[config.mk]
export PLATFORM = sky130hd
export DESIGN_NAME = rxframe
export DESIGN_NICKNAME = d
export VERILOG_FILES = /design/src/rtl/rxframe.sv
export SDC_FILE = /design/constraint.sdc
export NUM_CORES = 1
export LEC_CHECK = 0
export ABC_CLOCK_PERIOD_IN_PS = 9150
export CORE_MARGIN = 2
export CORE_UTILIZATION = 30
export DETAILED_ROUTE_END_ITERATION = 10
export HOLD_SLACK_MARGIN = 0.06
export PLACE_DENSITY = 0.54
export SYNTH_ARGS = -nofsm -noshare
export SYNTH_HDL_FRONTEND = slang
export SYNTH_SLANG_ARGS = --single-unit
[constraint.sdc]
create_clock -name i_Pclk -period 9.15 [get_ports i_Pclk]
set_input_delay 1.83 -clock i_Pclk [delete_from_list [all_inputs] [get_ports i_Pclk]]
set_output_delay 1.83 -clock i_Pclk [all_outputs]
set_load 0.02 [all_outputs]
[src/rtl/rxframe.sv]
// rtl/rxframe.sv - receive frame checker feeding a show-ahead byte FIFO
//
// Purpose:
//   Sits after the rx shift register. Each completed 11-bit frame has its
//   start, parity and stop bits checked. The data byte and its error tags are
//   then pushed into a show-ahead FIFO. The host side drains the FIFO with a
//   valid/ready handshake.
//
// Configuration macro:
//   RXFRAME_DROP_BAD_EN - when defined, frames with a parity or framing error
//   are discarded. With this macro the FIFO holds only the data byte, and the
//   error tag outputs are tied to 0. When undefined, every frame is stored
//   together with its tags.
//
// Ports:
//   i_Pclk         clock, all logic on the rising edge
//   i_Rst          asynchronous active-high reset
//   i_Frame_Valid  1-cycle pulse, i_Frame holds a complete frame
//   i_Frame        [0]=start, [8:1]=data LSB first, [9]=parity, [10]=stop
//   o_Rx_Data      data byte at the FIFO head
//   o_Rx_Perr      parity-error tag of the head entry
//   o_Rx_Ferr      framing-error tag of the head entry
//   o_Rx_Valid     FIFO not empty, head entry valid
//   i_Rx_Ready     consumer takes the head when o_Rx_Valid & i_Rx_Ready
//   o_Count        entries currently stored (0..DEPTH)
//   o_Overrun      sticky flag, a frame arrived while the FIFO was full
//   i_Err_Clr      1-cycle pulse that clears o_Overrun

module rxframe #(
  parameter int ADDR_W     = 3,
  parameter int PARITY_ODD = 0
) (
  input  logic              i_Pclk,
  input  logic              i_Rst,
  input  logic              i_Frame_Valid,
  input  logic [10:0]       i_Frame,
  output logic [7:0]        o_Rx_Data,
  output logic              o_Rx_Perr,
  output logic              o_Rx_Ferr,
  output logic              o_Rx_Valid,
  input  logic              i_Rx_Ready,
  output logic [ADDR_W:0]   o_Count,
  output logic              o_Overrun,
  input  logic              i_Err_Clr
);

  localparam int DEPTH = 2 ** ADDR_W;
`ifdef RXFRAME_DROP_BAD_EN
  localparam int ENTRY_W = 8;
`else
  localparam int ENTRY_W = 10;
`endif
  localparam logic PAR_ODD = (PARITY_ODD != 0);

  logic [ENTRY_W-1:0] mem [DEPTH];
  logic [ADDR_W-1:0]  wr_ptr;
  logic [ADDR_W-1:0]  rd_ptr;
  logic [ADDR_W:0]    count;
  logic               overrun;

  logic               perr;
  logic               ferr;
  logic               full;
  logic               empty;
  logic               pop;
  logic               accept;
  logic               wr_en;
  logic               ovf_evt;
  logic [ENTRY_W-1:0] wr_entry;
  logic [ENTRY_W-1:0] head;

  // Frame checks look only at the current i_Frame.
  // Parity covers the data bits and the parity bit together.
  always_comb begin
    perr = ((^i_Frame[9:1]) != PAR_ODD);
    ferr = i_Frame[0] | ~i_Frame[10];
  end

  // Count can only reach DEPTH = 2**ADDR_W, so its top bit alone means full.
  always_comb begin
    full  = count[ADDR_W];
    empty = (count == '0);
    pop   = ~empty & i_Rx_Ready;
  end

`ifdef RXFRAME_DROP_BAD_EN
  always_comb begin
    accept   = i_Frame_Valid & ~(perr | ferr);
    wr_entry = i_Frame[8:1];
  end
`else
  always_comb begin
    accept   = i_Frame_Valid;
    wr_entry = {ferr, perr, i_Frame[8:1]};
  end
`endif

  // When full, a pop in the same cycle frees the head slot. wr_ptr equals
  // rd_ptr in that case, so the new entry lands in the slot just consumed.
  always_comb begin
    wr_en   = accept & (~full | pop);
    ovf_evt = accept & full & ~pop;
  end

  always_ff @(posedge i_Pclk or posedge i_Rst) begin
    if (i_Rst) begin
      for (int i = 0; i < DEPTH; i++) begin
        mem[i] <= '0;
      end
    end else if (wr_en) begin
      mem[wr_ptr] <= wr_entry;
    end
  end

  always_ff @(posedge i_Pclk or posedge i_Rst) begin
    if (i_Rst) begin
      wr_ptr <= '0;
      rd_ptr <= '0;
      count  <= '0;
    end else begin
      if (wr_en) begin
        wr_ptr <= wr_ptr + ADDR_W'(1);
      end
      if (pop) begin
        rd_ptr <= rd_ptr + ADDR_W'(1);
      end
      case ({wr_en, pop})
        2'b10:   count <= count + (ADDR_W + 1)'(1);
        2'b01:   count <= count - (ADDR_W + 1)'(1);
        default: count <= count;
      endcase
    end
  end

  // A new overrun event takes priority over a clear in the same cycle.
  always_ff @(posedge i_Pclk or posedge i_Rst) begin
    if (i_Rst) begin
      overrun <= 1'b0;
    end else if (ovf_evt) begin
      overrun <= 1'b1;
    end else if (i_Err_Clr) begin
      overrun <= 1'b0;
    end
  end

  // Show-ahead: the head entry is read straight from storage, so it is
  // visible in the same cycle that o_Rx_Valid goes high.
  always_comb begin
    head       = mem[rd_ptr];
    o_Rx_Data  = head[7:0];
    o_Rx_Valid = ~empty;
    o_Count    = count;
    o_Overrun  = overrun;
  end

`ifdef RXFRAME_DROP_BAD_EN
  always_comb begin
    o_Rx_Perr = 1'b0;
    o_Rx_Ferr = 1'b0;
  end
`else
  always_comb begin
    o_Rx_Perr = head[8];
    o_Rx_Ferr = head[9];
  end
`endif

endmodule

==> results.py, run 1 <==
metrics = {
    "drt": {
        "wl_per_cell_um": 17.98,
        "drc_errors": 0,
        "ant_nets": 0,
        "drtIter0Drc": 121,
        "wl_um": 9063,
        "dr_total_vias": 2463,
        "drt_pass1_iterations": 4,
        "via_per_inst": 4.887,
    },
    "die": {
        "rows": 44,
        "die_area_um2": 15570,
        "dieWidth_um": 124.8,
        "die_y_um": 124.8,
        "start_util_pct": 30.45,
        "ioPinCount": 32,
        "core_area_um2": 14370,
    },
    "sta": {
        "max_freq_ghz": 0.2214,
        "relSlewSlack_pct": 43.73,
        "hold_violations": 0,
        "period_share_pct": 49.37,
        "rsz0062_at_grt": "no",
        "finalSetupViolCount": 0,
        "tightest_slew_ns": 0.8417,
        "finalClockSkew_ns": 0.005341,
        "drv_slew": 0,
        "fin_crit_ns": 4.518,
        "fin_setup_tns_ns": 0,
    },
    "job": {
        "drv_cap": 0,
    },
    "synthesis": {
        "synth_cells": 290,
        "ys_async_sr_fraction_pct": 100.0,
        "synthTopCellsByArea": "dfrtp_1 (52%), mux2_2 (18%), mux4_2 (10%)",
        "synth_edf_count": 0,
        "synth_area_um2": 4375,
        "synth_top_cell_by_area": "dfrtp_1",
        "ys_warn_count": 0,
        "yosysMostFrequentCell": "dfrtp_1",
        "synth_cell_types": 31,
        "syn_avg_cell_area_um2": 15.09,
        "synth_top_area_share_pct": 52.04,
        "yosys-top-cells-count": "dfrtp_1 (91), mux2_2 (69), mux4_2 (20), mux2_4 (16), buf_2 (13)",
        "yosys_register_bits": 91,
        "seq_area_frac_synth_pct": 52.04,
        "synthesis.nets": 311,
        "ys.flop_type": "dfrtp_1",
    },
    "clock_tree": {
        "h-tree-depth": 3,
        "root_buffer": "clkbuf_16",
        "clk_latency_ns": 0.34,
        "clkSinkCount": 91,
        "cts-resized-gates": 0,
        "postCtsHoldBufs": 0,
        "cts_max_path_buffers": 2,
        "path_clk_slew_ns": 0.06,
        "numCtsBuffers": 9,
        "cts_tree": "built",
        "postCtsSetupBuffers": 0,
    },
    "setup_path": {
        "crit_required_ns": 7.32,
        "worstPathArrival_ns": 2.69,
        "path_class": "flop to output pin",
        "end_kind": "output pin",
        "cp_max_fo": 14,
        "crit_path_start_kind": "flop",
    },
    "status": {
        "outcome": "completed",
    },
    "pwr": {
        "power.density_nw_per_um2": 384.6,
        "peakVddDrop_uv": 150.9,
        "p_leak_nw": 2.172,
    },
    "cells_and_area": {
        "area_growth_pct": 18.10,
        "antenna_cells": 0,
        "nets": 336,
        "final_core_util_pct": 35.96,
        "drive_above_1_share_pct": 42.19,
    },
    "global_route": {
        "grt_util_met3_pct": 2.835,
        "grt_max_degree": 60,
        "grt_overflow": 0,
        "grt_pass1_vias": 2628,
        "grt_usage_pct": 12.39,
        "grt_pass1_wl_um": 14960,
        "antenna_found_initial": 0,
        "met1_usage_pct": 18.00,
        "top_usage_layer": "met2",
        "met2_usage_pct": 18.42,
    },
    "placed_design": {
        "dp_hpwl_um": 5781,
        "port_buffers": 31,
        "finalWeightedCongestion": 0.6879,
    },
    "min_path": {
        "holdCritPathClass": "flop to flop",
    },
}
[worst max-delay path: stages, from the launching register on]
cell	delay [ns]
dfrtp_1	0.65
buf_4	0.35
mux4_2	0.52
mux2_2	0.28
clkdlybuf4s50_1	0.54
[stage by stage]
step | setup slack (ns) | std cells | hold slack [ns] | instance area, um^2 | power, mW
after floorplan | 4.956 | 290 | 0.4448 | 4375 | 1.361
after global placement | 4.988 | 488 | 0.4672 | 4865 | 1.612
after detailed placement | 4.969 | 488 | 0.4735 | 4865 | 1.631
after CTS | 4.598 | 504 | 0.4879 | 5167 | 2.018
after global routing | 4.466 | 504 | 0.5173 | 5167 | 2.119
final | 4.632 | 504 | 0.4839 | 5167 | 1.987
[layout make-up]
type,count,area [um^2]
clock buffer,11,242.7
clock inverter,5,60.06
fill,1366,9201
inverter,3,12.51
multi-input combinational,172,1982
sequential,91,2277
tap,184,230.2
timing repair buffer,38,362.8
[where the power goes]
group          switching (mW)  internal, mW
Sequential              0.150         0.604
Combinational           0.326         0.529
Clock                   0.158         0.221
[state kept, by name, summed over array words and instances, names as in the netlist]
| register | flops |
|---|---|
| mem | 80 |
| o_Count | 4 |
| rd_ptr | 3 |
| wr_ptr | 3 |
| o_Overrun | 1 |
[final timing paths]
check	slack, ns	startpoint	depth (start not counted)	to
min in group asynchronous	1.86	i_Rst	2	mem[48]$_DFFE_PP0P_
hold reg to reg	0.48	mem[9]$_DFFE_PP0P_	2	mem[9]$_DFFE_PP0P_
setup reg to reg	6.59	o_Count[1]$_DFFE_PP0P_	10	o_Count[2]$_DFFE_PP0P_
setup / recovery	4.63	rd_ptr[1]$_DFFE_PP0P_	4	o_Rx_Data[6]
hold / removal	0.48	mem[9]$_DFFE_PP0P_	2	mem[9]$_DFFE_PP0P_
max in group asynchronous	6.13	i_Rst	3	mem[40]$_DFFE_PP0P_
[kinds of logic after synthesis]
family | share of synthesized area (%)
AO/OA/AOI/OAI | 1.487
XOR/XNOR | 3.689
adder cells (fa/ha/maj) | 1.430
buffers and inverters | 3.203
flip-flops | 52.04
multiplexers | 33.54
AND/OR/NAND/NOR | 4.604
[per-layer routing]
layer,routed length (um),vias up
li1,-,1103
met1,4475,1315
met2,4181,35
met3,299,10
met4,106,0
met5,0,-
[layout by cell type (no fill, tap or decap), drive strengths merged, types with 2 or more instances in the layout]
cell,count
clkdlybuf4s50,31
dfrtp,91
clkbuf,11
clkinv,2
nand3,3
nor3b,2
nand2,8
inv,4
buf,7
nor2,5
or4b,2
mux2,85
mux4,20
a21oi,6
nor2b,3
xor2,5
xnor2,10
nor4,2
ha,5
o21ai,7
Power figures use the tool's default switching activity.
==> run 2, diff against run 1 <==
--- a/config.mk
+++ b/config.mk
@@ -5,7 +5,7 @@
 export SDC_FILE = /design/constraint.sdc
 export NUM_CORES = 1
 export LEC_CHECK = 0
-export ABC_CLOCK_PERIOD_IN_PS = 9150
+export ABC_CLOCK_PERIOD_IN_PS = 4200
 export CORE_MARGIN = 2
 export CORE_UTILIZATION = 30
 export DETAILED_ROUTE_END_ITERATION = 10
==> constraint.sdc (replaced) <==
create_clock -name i_Pclk -period 4.2 [get_ports i_Pclk]
set_input_delay 0.84 -clock i_Pclk [delete_from_list [all_inputs] [get_ports i_Pclk]]
set_output_delay 0.84 -clock i_Pclk [all_outputs]
set_load 0.02 [all_outputs]
==> run 2 against run 1 <==
- combinational power increased by 130%
- wire length increased by 1.5%
- non-clock buffer count increased by 3
- global-route usage increased by 0.50 points
- cell count increased by 0.40%
- sequential share of layout area decreased by 0.21 points
- design area increased by 0.48%
- highest routed layer unchanged
==> results.py, run 2 (synthesis results as in run 1) <==
metrics = {
    "sta": {
        "tightest_slew_ns": 0.9107,
        "hold_violations": 0,
        "rsz0062_at_grt": "no",
        "relSlewSlack_pct": 39.22,
        "finalSetupViolCount": 0,
        "fin_crit_ns": 3.196,
        "finalWorstSetupSlack_ns": 1.005,
        "holdWs_ns": 0.4816,
        "fin_setup_tns_ns": 0,
        "finalClockSkew_ns": 0.004929,
        "max_freq_ghz": 0.3129,
        "drv_slew": 0,
        "period_share_pct": 76.08,
    },
    "pwr": {
        "power.share.combinational_pct": 44.6,
        "p_leak_nw": 2.193,
        "p_total_mw": 4.338,
        "p_int_mw": 2.961,
        "switchingPower_mw": 1.377,
        "seqPwrFrac_pct": 37.0,
        "clockPowerShare_pct": 18.5,
        "switching_share_pct": 31.74,
        "power.density_nw_per_um2": 835.4,
        "peakVddDrop_uv": 391.0,
    },
    "setup_path": {
        "rr_worst_depth": 10,
        "r2r_end": "o_Count[2]$_DFFE_PP0P_",
        "path_class": "flop to output pin",
        "rrSetupSlack_ns": 1.66,
        "cp_max_fo": 13,
        "crit_required_ns": 3.36,
        "crit_path_start_kind": "flop",
        "worstPathArrival_ns": 2.36,
        "r2r-start": "o_Count[1]$_DFFE_PP0P_",
        "end_kind": "output pin",
    },
    "cells_and_area": {
        "largest_reg_flops": 80,
        "antenna_cells": 0,
        "area_growth_pct": 18.67,
        "drive_above_1_share_pct": 42.86,
        "top_register": "mem",
        "mostFrequentLayoutCell": "dfrtp_1",
        "mostFrequentLayoutCells": "dfrtp_1 (91), mux2_2 (69), clkdlybuf4s50_1 (31), mux4_2 (20), mux2_4 (16)",
        "design_area_um2": 5192,
        "nets": 339,
    },
    "clock_tree": {
        "clk_latency_ns": 0.34,
        "numCtsBuffers": 9,
        "postCtsHoldBufs": 0,
        "postCtsSetupBuffers": 0,
        "clkSinkCount": 91,
        "cts_max_path_buffers": 2,
        "cts_tree": "built",
        "cts-resized-gates": 0,
        "root_buffer": "clkbuf_16",
        "h-tree-depth": 3,
        "path_clk_slew_ns": 0.06,
    },
    "die": {
        "rows": 44,
        "core_area_um2": 14370,
        "die_area_um2": 15570,
        "start_util_pct": 30.45,
        "dieWidth_um": 124.8,
        "ioPinCount": 32,
        "die_y_um": 124.8,
    },
    "placed_design": {
        "finalWeightedCongestion": 0.7260,
        "place_area_um2": 4900,
        "dp_hpwl_um": 5750,
        "port_buffers": 31,
        "dp_slack_ns": 1.247,
    },
    "job": {
        "drv_cap": 0,
    },
    "min_path": {
        "holdCritPathClass": "flop to flop",
        "min_from": "mem[29]$_DFFE_PP0P_",
        "holdPathStages": 2,
        "whs_endpoint": "mem[29]$_DFFE_PP0P_",
    },
    "global_route": {
        "grt_pass1_wl_um": 15260,
        "grt_max_degree": 50,
        "grt_pass1_vias": 2714,
        "antenna_found_initial": 0,
        "grt_usage_pct": 12.89,
        "grt_overflow": 0,
    },
    "drt": {
        "wl_um": 9201,
        "drc_errors": 0,
        "dr_total_vias": 2437,
        "drt_pass1_iterations": 4,
        "ant_nets": 0,
        "wl_per_cell_um": 18.18,
        "drtIter0Drc": 148,
        "via_per_inst": 4.816,
    },
    "status": {
        "outcome": "completed",
    },
}
run 2: metrics by stage:
stage          utilization, %  instances
2_1_floorplan               -        290
5_1_grt                 36.14        506
6_report                36.14        506
4_1_cts                 36.14        506
3_3_place_gp            34.10        491
3_5_place_dp            34.10        491
run 2: area by class of cell:
cell class / count / area [um^2]
multi-input cells: 172 / 1982
fillers: 1390 / 9176
clock inverters: 5 / 53.80
repair buffers: 41 / 397.9
clock buffers: 10 / 239.0
inverters: 3 / 12.51
flip-flops and latches: 91 / 2277
well taps: 184 / 230.2
run 2: worst max-delay path, stage by stage (launching register included):
cell             delay (ns)
dfrtp_1                0.34
buf_4                  0.28
mux4_2                 0.53
mux2_2                 0.31
clkdlybuf4s50_1        0.55
run 2: power by group through the flow:
| stage | Sequential, mW | Clock, mW | Combinational (mW) |
|---|---|---|---|
| 3_3_place_gp | 1.60 | 0 | 1.93 |
| 3_5_place_dp | 1.62 | 0 | 1.96 |
| 6_report | 1.60 | 0.802 | 1.93 |
| 2_1_floorplan | 1.53 | 0 | 1.43 |
| 5_1_grt | 1.67 | 0.866 | 2.09 |
| 4_1_cts | 1.61 | 0.831 | 1.98 |
run 2: routing by layer:
layer / wire length [um] / GRT usage (%) / up-vias
met5: 0 / 0 / -
met4: 159 / 3.701 / 0
met3: 325 / 4.081 / 14
met2: 4429 / 20.35 / 39
met1: 4287 / 17.08 / 1281
li1: - / - / 1103
run 2: worst max path at each step:
stage / slack, ns / cells past startpoint / to / from
6_report: 1.00 / 4 / o_Rx_Data[4] / rd_ptr[0]$_DFFE_PP0P_
3_3_place_gp: 1.29 / 10 / o_Count[2]$_DFFE_PP0P_ / i_Rx_Ready
5_1_grt: 0.89 / 4 / o_Rx_Data[4] / rd_ptr[0]$_DFFE_PP0P_
4_1_cts: 0.95 / 4 / o_Rx_Data[4] / rd_ptr[0]$_DFFE_PP0P_
3_5_place_dp: 1.25 / 10 / o_Count[2]$_DFFE_PP0P_ / i_Rx_Ready
2_1_floorplan: 1.0 / 1 / mem[0]$_DFFE_PP0P_ / i_Rst
